File: src/rtl/alu112_if.sv
// alu112_if: operand/result bundle between the decode stage (master) and the
// alu112 datapath (slave). The registered flag outputs zero_q/neg_q/ovf_q
// exist only when ALU112_FLAGS_EN is defined.
interface alu112_if #(
  parameter int WIDTH = 8
);
  logic [2:0]       op;
  logic [WIDTH-1:0] A;
  logic [WIDTH-1:0] B;
  logic             ci;
  logic [WIDTH-1:0] result;
  logic             co;
  logic [WIDTH-1:0] result_q;
  logic             co_q;
`ifdef ALU112_FLAGS_EN
  logic             zero_q;
  logic             neg_q;
  logic             ovf_q;
`endif

  // Decode stage: drives operation and operands, observes results.
  modport master (
    output op, A, B, ci,
    input  result, co, result_q, co_q
`ifdef ALU112_FLAGS_EN
    , input zero_q, neg_q, ovf_q
`endif
  );

  // ALU: consumes operation and operands, produces results.
  modport slave (
    input  op, A, B, ci,
    output result, co, result_q, co_q
`ifdef ALU112_FLAGS_EN
    , output zero_q, neg_q, ovf_q
`endif
  );
endinterface

File: src/rtl/alu112.sv
// alu112: 8-opcode arithmetic/logic unit with carry-in and carry/borrow-out.
// result/co are combinational; result_q/co_q are the same values registered
// on every rising clk. Defining ALU112_FLAGS_EN adds registered zero/negative/
// signed-overflow flags.
module alu112 #(
  parameter int WIDTH = 8
) (
  input  logic       clk,
  input  logic       rst_n,
  alu112_if.slave    bus
);

  logic [WIDTH-1:0] result_d;
  logic             co_d;
  logic [WIDTH-1:0] result_q;
  logic             co_q;

  // Combinational datapath: all arithmetic done at WIDTH+1 bits, top bit is carry/borrow.
  always_comb begin
    result_d = '0;
    co_d     = 1'b0;
    unique case (bus.op)
      3'b000: {co_d, result_d} = {1'b0, bus.A} + {1'b0, bus.B};
      3'b001: {co_d, result_d} = {1'b0, bus.A} + {1'b0, bus.B}
                                 + {{WIDTH{1'b0}}, bus.ci};
      // Unsigned subtract wraps below zero, so the top bit is set exactly on borrow.
      3'b010: {co_d, result_d} = {1'b0, bus.A} - {1'b0, bus.B}
                                 - {{WIDTH{1'b0}}, bus.ci};
      3'b011: result_d = bus.A & bus.B;
      3'b100: result_d = bus.A | bus.B;
      3'b101: result_d = bus.A ^ bus.B;
      3'b110: result_d = ~bus.A;
      default: result_d = '0;
    endcase
  end

  assign bus.result = result_d;
  assign bus.co     = co_d;

  // Output register stage: loads every edge, cleared asynchronously.
  always_ff @(posedge clk or negedge rst_n) begin
    if (!rst_n) begin
      result_q <= '0;
      co_q     <= 1'b0;
    end else begin
      result_q <= result_d;
      co_q     <= co_d;
    end
  end

  assign bus.result_q = result_q;
  assign bus.co_q     = co_q;

`ifdef ALU112_FLAGS_EN
  logic zero_d, neg_d, ovf_d;
  logic zero_q, neg_q, ovf_q;

  // Flag derivation; overflow only meaningful for the three arithmetic ops.
  always_comb begin
    zero_d = (result_d == '0);
    neg_d  = result_d[WIDTH-1];
    ovf_d  = 1'b0;
    unique case (bus.op)
      3'b000, 3'b001: ovf_d = (bus.A[WIDTH-1] == bus.B[WIDTH-1]) &&
                              (result_d[WIDTH-1] != bus.A[WIDTH-1]);
      3'b010:         ovf_d = (bus.A[WIDTH-1] != bus.B[WIDTH-1]) &&
                              (result_d[WIDTH-1] != bus.A[WIDTH-1]);
      default:        ovf_d = 1'b0;
    endcase
  end

  // Flag registers share the output stage's timing and reset.
  always_ff @(posedge clk or negedge rst_n) begin
    if (!rst_n) begin
      zero_q <= 1'b0;
      neg_q  <= 1'b0;
      ovf_q  <= 1'b0;
    end else begin
      zero_q <= zero_d;
      neg_q  <= neg_d;
      ovf_q  <= ovf_d;
    end
  end

  assign bus.zero_q = zero_q;
  assign bus.neg_q  = neg_q;
  assign bus.ovf_q  = ovf_q;
`endif

endmodule

File: src/flat_wrapper.sv
// flat-port wrapper written by rule: the top's interface ports become plain ports
module alu112_flat 
#(
  parameter int WIDTH = 8
)
  (clk, rst_n, bus_op, bus_A, bus_B, bus_ci, bus_result, bus_co, bus_result_q, bus_co_q);
  alu112_if #(.WIDTH(WIDTH)) bus_i ();
  input  logic clk;
  input  logic rst_n;
  input wire logic [$bits(bus_i.op)-1:0] bus_op;
  input wire logic [$bits(bus_i.A)-1:0] bus_A;
  input wire logic [$bits(bus_i.B)-1:0] bus_B;
  input wire logic [$bits(bus_i.ci)-1:0] bus_ci;
  output wire logic [$bits(bus_i.result)-1:0] bus_result;
  output wire logic [$bits(bus_i.co)-1:0] bus_co;
  output wire logic [$bits(bus_i.result_q)-1:0] bus_result_q;
  output wire logic [$bits(bus_i.co_q)-1:0] bus_co_q;
  assign bus_i.op = bus_op;
  assign bus_i.A = bus_A;
  assign bus_i.B = bus_B;
  assign bus_i.ci = bus_ci;
  assign bus_result = bus_i.result;
  assign bus_co = bus_i.co;
  assign bus_result_q = bus_i.result_q;
  assign bus_co_q = bus_i.co_q;
  alu112 #(.WIDTH(WIDTH)) u_core (.clk(clk), .rst_n(rst_n), .bus(bus_i));
endmodule
File: config.mk
export PLATFORM = sky130hd
export DESIGN_NAME = alu112_flat
export DESIGN_NICKNAME = d
export VERILOG_FILES = /design/src/rtl/alu112_if.sv /design/src/rtl/alu112.sv /design/src/flat_wrapper.sv
export SDC_FILE = /design/constraint.sdc
export NUM_CORES = 1
export LEC_CHECK = 0
export BUFFER_PORTS_ARGS = -buffer_cell sky130_fd_sc_hd__buf_4
export CAP_MARGIN = 15
export CORE_ASPECT_RATIO = 1.75
export CORE_MARGIN = 2
export CORE_UTILIZATION = 55
export DETAILED_ROUTE_END_ITERATION = 8
export PLACE_DENSITY_LB_ADDON = 0.1
export SLEW_MARGIN = 20
export SYNTH_ARGS = -nofsm -noshare
export SYNTH_HDL_FRONTEND = slang
export SYNTH_SLANG_ARGS = --single-unit
File: constraint.sdc
create_clock -name clk -period 3.1 [get_ports clk]
set_input_delay 0.155 -clock clk [delete_from_list [all_inputs] [get_ports clk]]
set_output_delay 0.155 -clock clk [all_outputs]
set_load 0.01 [all_outputs]
==> results.txt, run 1 <==
Fraction of layout cells with a size suffix above 1 - 0.2140
Grt total ovfl - 0
Synth cell count leaders - ha_1 (32), inv_1 (27), nor2_1 (13)
Worst max-slew margin expressed relative to the limit - 0.6036
Highest clock rate - 0.3545 GHz
Fraction of synthesized cell area taken by the top area cell type - 0.2265
Clock slew seen by the registers of the worst setup and hold paths - 0.05 ns
Average cell area after synthesis - 8.419 um^2
Crit start category - input pin
TritonCTS Buffers - 3
Total number of vias - 1651
Power after layout - 687.6 uW
Sequential element share of the synthesized area - 0.1274
Longest Clk Path Bufs - 2
Tightest Pin Transition - 0.5891 ns
Vias per Instance - 5.773
Nets - 301
CTS Root Cell - clkbuf_8
Post-CTS Setup Inserts - 0
Reported max-cap violation count - 0
Count of nets left with antenna violations after detail routing - 0
Number of hold violations in the final report - 0
Deepest level of the CTS H-tree - 1
Highest fanout seen on the critical path - 4
Share of power burned in registers - 0.204
Synthesized instance count - 210
Number of antenna diodes - 0
Area of the mapped netlist - 1768 um^2
Data arrival, critical path - 2.67 ns
Internal power consumption - 413.0 uW
Combinational share of power - 0.600
VDD IR max - 240.3 uV
HPWL Detailed - 3.554 mm
Width of the die - 46.86 um
Sw Ratio - 0.3994
FILL cells - 302
Number of distinct library cells after synthesis - 49
Placed cells - 281
Net count after synthesis - 267
CTS tree - done
Power density cells - 328.7 nW/um^2
Core Region - 3108 um^2
Place WS - 0.3136 ns
Power share of the clock group - 0.197
Total detailed-routing wirelength - 4.494 mm
Path type of the worst min-delay path - in -> async
Required time reported for the critical path endpoint - 2.94 ns
Worst setup slack after layout - 0.2791 ns
Row count - 27
#FFs+latches synth - 9
Post-route DRC violation count - 0
Largest cells by area after synthesis - ha_1 (23%), dfrtp_1 (13%), inv_1 (5.7%)
Number of enable-type register cells in the synthesized netlist - 0
Count of yosys warnings during synthesis - 0
Shortest period the worst path allows - 2.821 ns
Most used standard cell by instance count after synthesis - ha_1
I/O pin count - 40
Top FF cell, synth - dfrtp_1
Wire length of the first global-routing pass - 6.920 mm
Kind of end point of the critical path - output port
Die boundary height - 79 um
Final cycle utilization of the critical path - 0.9100
Drt pass-1 iters - 4
Outcome - finished clean
Net Sw Power - 274.7 uW
Maximum number of pins on one net before global-route repair - 22
Setup repair after global routing missed its margin - false
Area added between synthesis and finish - 18.33%
Number of antenna violations at the first check in global routing - 0
Initial cell density of the core - 0.5688
Wire per inst - 15.71 um
Static leakage power - 1.026 nW
Floorplan die area - 3702 um^2
GRT Util Overall - 0.2536
Setup_tns - 0 ns
Final weighted congestion of routability-driven global placement - 0.8788
Number of slew-limit violations in the final report - 0
DRC violation total after the first TritonRoute iteration - 27
Count of input and output buffers - 39
Number of sinks handled by clock tree synthesis - 9
Number of setup violations in the final report - 0
Synth async-reset ratio - 1.000
Type of the worst setup path - in -> out
Library cell occupying the most area in the post-synthesis netlist - ha_1
Non-filler instance count after layout - 286
Via count of the first global-routing pass - 1565
-- final cells by class --
class	count	area, um^2	area share
Timing Repair Buffer	40	302.8	0.1447
Clock buffer	4	45.04	0.02153
Inverter	27	101.3	0.04844
Sequential cell	9	225.2	0.1077
Multi-Input combinational cell	163	1364	0.6519
Tap cell	43	53.80	0.02572
-- critical path: stages --
cell and delay [ns]:
buf_4 0.11, inv_1 0.16, ha_1 0.28, a211oi_1 0.34, nor2_1 0.10, xor2_1 0.30, nand4_1 0.26, nor4_1 0.60
o32ai_2 0.18, buf_4 0.17
-- timing repair --
action	CTS	global route
gates resized for setup	0	1
hold buffers	1	0
endpoints found under the hold margin	9	0
endpoints found under the setup margin	0	1
-- registers in the layout (all words and copies together) (netlist names) --
signal	flops
u_core.bus.co_q	1
u_core.bus.result_q	8
-- layout by cell type (no fill, tap or decap), types with 4 or more instances in the layout --
cell	count
buf_4	39
ha_1	32
inv_1	27
nor2_1	13
o21ai_0	12
a21oi_1	11
nand2_1	10
xnor2_1	10
dfrtp_1	9
xor2_1	8
o221ai_1	6
mux2i_1	5
a22oi_1	5
nor2b_1	4
a22o_1	4
-- per-layer routing --
layer	up-vias	share of wire	global-route usage
li1	804	-	-
met1	782	0.34	0.2521
met2	47	0.58	0.4753
met4	0	0.054	0.1250
met5	-	0	0
met3	18	0.027	0.02500
-- stage by stage --
| stage | util | hold WS (ns) | area (um^2) |
|---|---|---|---|
| CTS | 0.6707 | 0.2850 | 2085 |
| global route | 0.6731 | 0.2925 | 2092 |
| detailed placement | 0.6530 | -0.01650 | 2029 |
| floorplan | - | -0.1406 | 1768 |
| global placement | 0.6530 | -0.02103 | 2029 |
| finish | 0.6731 | 0.2859 | 2092 |
-- cells by family (layout without fill, tap and decap cells) --
family,after synthesis,after routing,share of synthesized area
muxes,6,6,0.04105
and+or+nand+nor,45,45,0.1352
xor gates and xnor gates,18,18,0.08917
buffers and inverters,38,71,0.1055
AOI/OAI and AO/OA,59,59,0.2413
adders and majority gates,35,35,0.2604
DFF,9,9,0.1274
-- power groups by stage --
| stage | logic [mW] | clock network [mW] | registers [mW] |
|---|---|---|---|
| after CTS | 0.408 | 0.136 | 0.140 |
| after global routing | 0.449 | 0.143 | 0.142 |
| after detailed placement | 0.404 | 0 | 0.142 |
| after floorplan | 0.261 | 0 | 0.152 |
| after global placement | 0.401 | 0 | 0.141 |
| final | 0.412 | 0.135 | 0.140 |
-- path summary, 6_finish.rpt --
path                           start                     end  slack [ns]  depth (start not counted)
setup / recovery            bus_B[1]                  bus_co        0.28                         10
hold / removal                 rst_n  u_core.bus.result_q[0]        0.29                          2
max in group asynchronous      rst_n         u_core.bus.co_q        2.68                          2
min in group clk           bus_op[1]  u_core.bus.result_q[1]        0.33                          2
(Power assumes the default switching activity.)
==> run 2, diff against run 1 <==
--- a/config.mk
+++ b/config.mk
@@ -9,10 +9,11 @@
 export CAP_MARGIN = 15
 export CORE_ASPECT_RATIO = 1.75
 export CORE_MARGIN = 2
-export CORE_UTILIZATION = 55
+export CORE_UTILIZATION = 30
 export DETAILED_ROUTE_END_ITERATION = 8
 export PLACE_DENSITY_LB_ADDON = 0.1
 export SLEW_MARGIN = 20
 export SYNTH_ARGS = -nofsm -noshare
 export SYNTH_HDL_FRONTEND = slang
 export SYNTH_SLANG_ARGS = --single-unit
+export TNS_END_PERCENT = 20
==> results.txt, run 2 (synthesis results as in run 1) <==
Type of the worst setup path - in -> out
Die boundary height - 105.6 um
Data arrival, critical path - 2.66 ns
CTS Root Cell - clkbuf_8
Nets - 302
Highest fanout seen on the critical path - 4
Biggest register - u_core.bus.result_q
Number of antenna violations at the first check in global routing - 0
Grt total ovfl - 0
Number of antenna diodes - 0
GRT met3 Usage - 0.008589
Wire per inst - 15.81 um
Number of sinks handled by clock tree synthesis - 9
Post-cts repair resize count - 0
Outcome - finished clean
Largest register FFs - 8
Drt pass-1 iters - 4
Number of hold violations in the final report - 0
Routing usage on met1 - 0.1680
Initial cell density of the core - 0.3055
Final cycle utilization of the critical path - 0.9083
Floorplan die area - 6548 um^2
Origin of the worst setup path - bus_B[1]
Worst hold slack across all endpoints - 0.2932 ns
Core Region - 5787 um^2
Power density cells - 321.2 nW/um^2
Setup repair after global routing missed its margin - false
FILL cells - 651
Post-CTS Setup Inserts - 0
Crit start category - input pin
Power after layout - 686.1 uW
Count of input and output buffers - 39
Final instance area - 2136 um^2
Path type of the worst min-delay path - in -> async
Tightest Pin Transition - 0.4414 ns
Width of the die - 62.03 um
Most frequent CP cell - buf_4
Via count of the first global-routing pass - 1663
GRT Util Overall - 0.1659
DRC violation total after the first TritonRoute iteration - 51
Count of nets left with antenna violations after detail routing - 0
HPWL Detailed - 4.258 mm
CTS tree - done
Total detailed-routing wirelength - 5.090 mm
Row count - 37
Highest clock rate - 0.3552 GHz
Most frequent standard cell in the layout excluding fill and tap cells - buf_4
Most frequent cells in the layout - buf_4 (40), ha_1 (32), inv_1 (27), nor2_1 (13), o21ai_0 (12)
Setup_tns - 0 ns
Most Used Layer, Global Route - met2
Shortest period the worst path allows - 2.816 ns
Post-route DRC violation count - 0
Cell with the largest stage delay on the worst path - o32ai_1
VDD IR max - 132.6 uV
Total number of vias - 1617
I/O pin count - 40
TritonCTS Buffers - 3
Cell type group with the largest total delay on the critical path - compound AO/OA/AOI/OAI gates
Reported max-cap violation count - 0
GR met2 Demand/Resource - 0.3311
Slowest cell delay on critical path - 0.38 ns
Sequence of cells on the critical path - buf_4 -> inv_1 -> ha_1 -> a211oi_1 -> nor2_1 -> xor2_1 -> nand4_1 -> o31a_2 -> o32ai_1 -> buf_4
Required time reported for the critical path endpoint - 2.94 ns
Clock slew seen by the registers of the worst setup and hold paths - 0.04 ns
Kind of end point of the critical path - output port
Final weighted congestion of routability-driven global placement - 0.7587
Deepest level of the CTS H-tree - 1
Worst max-slew margin expressed relative to the limit - 0.7052
Area added between synthesis and finish - 20.81%
Fraction of layout cells with a size suffix above 1 - 0.2131
Number of slew-limit violations in the final report - 0
Static leakage power - 1.029 nW
Number of setup violations in the final report - 0
Post-detailed-placement cell area - 2081 um^2
Longest Clk Path Bufs - 2
Wire length of the first global-routing pass - 8.190 mm
Count of buffering cells on the critical path with inverters included - 3
Largest registers ranked by flip-flop count - u_core.bus.result_q: 8 flops, u_core.bus.co_q: 1 flops
Vias per Instance - 5.022
Maximum number of pins on one net before global-route repair - 22
run 2: stage by stage:
| step | utilization | cells | worst slack, ns |
|---|---|---|---|
| floorplan | - | 210 | 0.7023 |
| detailed placement | 0.3596 | 317 | 0.2843 |
| finish | 0.3691 | 322 | 0.2844 |
| CTS | 0.3691 | 322 | 0.2689 |
| global placement | 0.3596 | 317 | 0.2945 |
| global route | 0.3691 | 322 | 0.1004 |
run 2: metal layers:
layer,share of wire,wire [um]
met1,0.35,1769
met2,0.60,3064
met3,0.021,105
met4,0.029,150
met5,0,0
run 2: report_power, final:
group | leakage [nW] | switching [mW] | internal (mW)
registers | 0.111 | 0.00499 | 0.136
logic | 0.895 | 0.225 | 0.188
clock network | 0.0228 | 0.0425 | 0.0893
run 2: how the worst max path moves through the flow:
stage / end / slack [ns] / depth (start not counted)
finish: bus_co / 0.28 / 10
global route: bus_co / 0.10 / 10
CTS: bus_co / 0.27 / 10
detailed placement: bus_co / 0.28 / 10
global placement: bus_co / 0.29 / 10
floorplan: u_core.bus.co_q / 0.70 / 9
run 2: what timing repair did:
item                                   CTS  global route
endpoints found under the hold margin    9             0
setup endpoints to repair                0             0
hold buffers                             1             0
run 2: cell type report:
cell class	count	area, um^2	area share
multi-input combinational	163	1356	0.6350
timing repair buffer	41	310.3	0.1453
sequential	9	225.2	0.1054
inverter	27	101.3	0.04745
tap	78	97.59	0.04569
clock buffer	4	45.04	0.02109
